### config.mk
export PLATFORM = sky130hd
export DESIGN_NAME = hs_ram_port
export DESIGN_NICKNAME = d
export VERILOG_FILES = /design/src/rtl/hs_ram_port.sv
export SDC_FILE = /design/constraint.sdc
export NUM_CORES = 1
export LEC_CHECK = 0
export CAP_MARGIN = 20
export CORE_ASPECT_RATIO = 1.75
export CORE_MARGIN = 1
export CORE_UTILIZATION = 35
export CTS_CLUSTER_DIAMETER = 120
export DETAILED_ROUTE_END_ITERATION = 8
export PLACE_DENSITY = 0.87
export SYNTH_ARGS = -nofsm -noshare
export SYNTH_HDL_FRONTEND = slang
export SYNTH_SLANG_ARGS = --single-unit
### constraint.sdc
create_clock -name clk_sys -period 4 [get_ports clk_sys]
set_input_delay 0.8 -clock clk_sys [delete_from_list [all_inputs] [get_ports clk_sys]]
set_output_delay 0.8 -clock clk_sys [all_outputs]
set_load 0.05 [all_outputs]
### src/rtl/hs_ram_port.sv
`default_nettype none
// ============================================================================
// hs_ram_port : hands the work-RAM port between the game CPU and the hiscore
//               engine. Optional macro: HS_RAM_WRITE_GUARD_EN (sticky flag).
// Revision    : 1.0 - initial release
// ============================================================================
module hs_ram_port #(
    parameter int AW    = 11,
    parameter int DW    = 8,
    parameter int GUARD = 1
) (
    input  logic          clk_sys,
    input  logic          reset_n,
    input  logic          paused,
    input  logic [AW-1:0] hs_address,
    input  logic [DW-1:0] hs_data_in,
    input  logic          hs_write_enable,
    input  logic          hs_read_intent,
    input  logic          hs_write_intent,
    output logic [DW-1:0] hs_data_out,
    output logic          hs_owned,
    input  logic [AW-1:0] cpu_addr,
    input  logic [DW-1:0] cpu_din,
    input  logic          cpu_we,
    output logic [DW-1:0] cpu_dout,
    output logic [AW-1:0] ram_addr,
    output logic [DW-1:0] ram_din,
    output logic          ram_we,
    input  logic [DW-1:0] ram_dout,
    output logic          hs_violation
);

    typedef enum logic [1:0] {
        ST_CPU   = 2'd0,
        ST_GRANT = 2'd1,
        ST_HS    = 2'd2
    } state_t;

    localparam logic [1:0] c_guard_load = 2'(GUARD);

    state_t        state_q, state_d;
    logic [1:0]    guard_cnt_q, guard_cnt_d;
    logic          was_cpu_q, was_cpu_d;
    logic          was_hs_q, was_hs_d;
    logic          hs_owned_q, hs_owned_d;
    logic [DW-1:0] cpu_dout_q, cpu_dout_d;
    logic [DW-1:0] hs_data_out_q, hs_data_out_d;
    logic          w_intent;

    assign w_intent = hs_read_intent | hs_write_intent;

    always_comb begin
        state_d       = state_q;
        guard_cnt_d   = guard_cnt_q;
        ram_addr      = cpu_addr;
        ram_din       = cpu_din;
        ram_we        = cpu_we;
        unique case (state_q)
            ST_CPU: begin
                if (paused && w_intent) begin
                    state_d     = ST_GRANT;
                    guard_cnt_d = c_guard_load;
                end
            end
            ST_GRANT: begin
                ram_addr = hs_address;
                ram_din  = hs_data_in;
                ram_we   = 1'b0;
                if (!paused || !w_intent) begin
                    state_d = ST_CPU;
                end else if (guard_cnt_q <= 2'd1) begin
                    state_d = ST_HS;
                end else begin
                    guard_cnt_d = guard_cnt_q - 2'd1;
                end
            end
            ST_HS: begin
                ram_addr = hs_address;
                ram_din  = hs_data_in;
                // A write arriving with reset asserted is discarded.
                ram_we   = hs_write_enable & reset_n;
                if (!paused || !w_intent) begin
                    state_d = ST_CPU;
                end
            end
            default: state_d = ST_CPU;
        endcase
        was_cpu_d     = (state_q == ST_CPU);
        was_hs_d      = (state_q == ST_GRANT) || (state_q == ST_HS);
        hs_owned_d    = (state_d == ST_HS);
        cpu_dout_d    = was_cpu_q ? ram_dout : cpu_dout_q;
        hs_data_out_d = was_hs_q  ? ram_dout : hs_data_out_q;
    end

    always_ff @(posedge clk_sys) begin
        if (!reset_n) begin
            state_q       <= ST_CPU;
            guard_cnt_q   <= c_guard_load;
            was_cpu_q     <= 1'b0;
            was_hs_q      <= 1'b0;
            hs_owned_q    <= 1'b0;
            cpu_dout_q    <= '0;
            hs_data_out_q <= '0;
        end else begin
            state_q       <= state_d;
            guard_cnt_q   <= guard_cnt_d;
            was_cpu_q     <= was_cpu_d;
            was_hs_q      <= was_hs_d;
            hs_owned_q    <= hs_owned_d;
            cpu_dout_q    <= cpu_dout_d;
            hs_data_out_q <= hs_data_out_d;
        end
    end

    assign hs_owned    = hs_owned_q;
    assign cpu_dout    = cpu_dout_q;
    assign hs_data_out = hs_data_out_q;

`ifdef HS_RAM_WRITE_GUARD_EN
    logic hs_violation_q, hs_violation_d;

    always_comb begin
        hs_violation_d = hs_violation_q
                       | (hs_write_enable && (state_q != ST_HS))
                       | (cpu_we && (state_q != ST_CPU));
    end

    always_ff @(posedge clk_sys) begin
        if (!reset_n) begin
            hs_violation_q <= 1'b0;
        end else begin
            hs_violation_q <= hs_violation_d;
        end
    end

    assign hs_violation = hs_violation_q;
`else
    assign hs_violation = 1'b0;
`endif

endmodule
`default_nettype wire
==> impl_metrics.yaml <==
timing:
  setup_viol: 0
  min_period_over_period: 0.8775
  final_hold_viol_count: 0
  fin_skew_ns: 0.001161
  worst_pin_slew_ns: 0.5374
  relSlewSlack: 0.6406
  slew_violations: 0
  fmax_mhz: 284.9
  rsz0062_at_grt: "no"
  tns_ns: 0
  period_minus_slack_ns: 3.510
yosys:
  synthArstFlopShare: 0
  syn_area_mm2: 0.001229
  synth-seq-area-share: 0.3747
  yosys.area.top_type: "dfxtp_1"
  synthDistinctLibCells: 28
  ys_top_cells_by_area: "dfxtp_1 (37%), mux2_2 (17%), mux2i_1 (13%), nor2b_1 (8.7%), ha_1 (5.1%)"
  yosysTopAreaCellShare: 0.3747
  ys_warn_count: 0
  ys.flop_type: "dfxtp_1"
  synth_most_common_cell: "dfxtp_1"
  avgSynthCellArea_um2: 10.24
  netlist_top_cells_count: "dfxtp_1 (23), mux2_2 (19), nor2b_1 (17)"
  synthesis.nets: 178
  yosys_register_bits: 23
  synth_edf_count: 0
  netlist_instances: 120
clocking:
  cts_root_buf: "clkbuf_8"
  insertion_delay_ns: 0.27
  ctsResizeCount: 0
  cts_buffer_depth: 2
  cts-htree-levels: 1
  cts_buffers: 3
  cts.hold.buffers_added: 0
  cts.clk_slew.worst_paths_ns: 0.07
  clock-sinks: 23
  cts_tree: "yes"
  cts_setup_buffers: 0
worst_setup_path:
  crit_buf_inv: 3
  worstReg2RegEnd: "was_hs_q$_SDFF_PN0_"
  cp_slowest_cell: "clkdlybuf4s50_1"
  path_class: "flop to output pin"
  cp.arrival_ns: 2.71
  start_kind: "flop"
  cp_data_required_time_ns: 3.20
  cp-startpoint: "state_q[1]$_SDFF_PN0_"
  r2r-start: "state_q[1]$_SDFF_PN0_"
  cp.depth: 5
  path_max_fanout: 14
  worst-r2r-cell-count: 3
  slowest_delay_ns: 0.70
  cpLargestDelayFamily: "buffers and inverters"
  ff2ff_setup_slack_ns: 2.59
  endpoint: "ram_din[2]"
  worst_setup_path_end_kind: "output pin"
  cp_cell_sequence: "inv_1, ha_1, buf_4, mux2_2, clkdlybuf4s50_1"
grt:
  grt_overflow_total: 0
  grt_max_degree: 21
  grt_use_total: 0.1719
  grt_antenna_before_repair: 0
  grt_pass1_vias: 1186
  grt_pass1_wl_um: 4629
routing:
  drt_wl_total_um: 2990
  wl_per_cell_um: 11.82
  ant_nets: 0
  dr.pass1.iters: 4
  vias_per_cell: 4.751
  drcViolationCount: 0
  first_iter_violations: 20
  via_count: 1202
die:
  ios: 91
  start_util: 0.3653
  die-area_mm2: 0.003761
  core_mm2: 0.003363
  die_height_um: 80.38
  fp-row-count: 28
  die_x_um: 46.79
placement:
  placed_cell_area_mm2: 0.002156
  port_buffers: 89
  gp_congestion: 0.8014
  dp_hpwl_um: 2610
layout:
  n_antenna_cell: 0
  fill_cells: 290
  drive_gt1_frac: 0.1154
  stdcell_area_mm2: 0.002201
  nNetsFinal: 267
  area_growth_pct: 79.12
flow_run:
  cap_violations: 0
outcome:
  outcome: "completed"
power:
  total_leakage_power_uw: 0.0008175
  ir_drop_v: 0.0002083
  power_density_mw_per_mm2: 330.3
hold_path:
  hold_path_class: "flop to flop"
-- per-layer routing --
| metal | GRT usage | part of all wire |
|---|---|---|
| met1 | 0.1401 | 0.32 |
| met2 | 0.3292 | 0.57 |
| met3 | 0.03596 | 0.079 |
| met4 | 0.1143 | 0.031 |
| met5 | 0 | 0 |
-- cells in the final DEF, fill, tap and decap left out --
cell type,n
o311ai_1,1
and2_1,2
nand3_1,2
a31oi_1,1
dfxtp_1,23
nor2b_1,17
a21oi_1,3
o21ai_0,3
or3_1,2
nand3b_1,1
clkbuf_8,3
clkdlybuf4s50_1,89
nand2_1,1
a32o_1,1
ha_1,5
mux2_2,19
o21a_1,1
a21o_1,1
nand2b_1,2
clkbuf_1,1
or4_1,1
inv_1,5
buf_4,2
nor3b_1,1
conb_1,1
o21ai_1,2
mux2i_1,16
and3_1,1
o211ai_1,1
-- worst min path at each step --
stage / startpoint / slack, ns / depth (start not counted) / to
floorplan: guard_cnt_q[0]$_SDFFE_PN1P_ / 0.47 / 1 / guard_cnt_q[0]$_SDFFE_PN1P_
global placement: hs_data_out[7]$_SDFFE_PN0P_ / 0.49 / 2 / hs_data_out[7]$_SDFFE_PN0P_
detailed placement: guard_cnt_q[0]$_SDFFE_PN1P_ / 0.50 / 1 / guard_cnt_q[0]$_SDFFE_PN1P_
CTS: guard_cnt_q[0]$_SDFFE_PN1P_ / 0.52 / 1 / guard_cnt_q[0]$_SDFFE_PN1P_
global route: cpu_dout[5]$_SDFFE_PN0P_ / 0.55 / 2 / cpu_dout[5]$_SDFFE_PN0P_
finish: guard_cnt_q[0]$_SDFFE_PN1P_ / 0.51 / 1 / guard_cnt_q[0]$_SDFFE_PN1P_
-- cell type report --
type	count	area, um2	share of cell area
Timing Repair Buffer	91	905.9	0.4116
Multi-Input combinational cell	85	714.4	0.3246
Sequential cell	23	460.4	0.2092
Tap cell	45	56.30	0.02558
Clock buffer	4	45.04	0.02047
Inverter	5	18.77	0.008528
-- logic make-up after synthesis --
| logic type | count (synthesis) | share of synthesized area |
|---|---|---|
| mux | 35 | 0.3045 |
| simple gates | 30 | 0.1517 |
| flops | 23 | 0.3747 |
| compound gates | 14 | 0.07129 |
| buf+inv | 12 | 0.04380 |
| fa+ha+maj | 5 | 0.05092 |
| other cells | 1 | 0.003052 |
-- registers in the layout, summed over array words and instances, names as in the netlist --
register	flops
was_hs_q	1
hs_data_out	8
hs_owned	1
was_cpu_q	1
cpu_dout	8
state_q	2
guard_cnt_q	2
-- per-stage QoR --
step / total power, uW / instances / hold WS (ns) / util / worst slack, ns
final: 727.0 / 253 / 0.5120 / 0.6544 / 0.4900
after global routing: 759.3 / 253 / 0.5512 / 0.6544 / 0.3008
after CTS: 736.4 / 253 / 0.5166 / 0.6544 / 0.4614
after detailed placement: 594.2 / 249 / 0.4994 / 0.6410 / 0.7667
after global placement: 590.9 / 249 / 0.4938 / 0.6410 / 0.8172
after floorplan: 466.8 / 120 / 0.4725 / - / 1.778
-- power breakdown --
group / internal [uW] / switching (uW)
clock: 71.2 / 68.7
combinational: 150 / 181
sequential: 243 / 13.6
total: 464 / 263
Power figures use the tool's default switching activity.
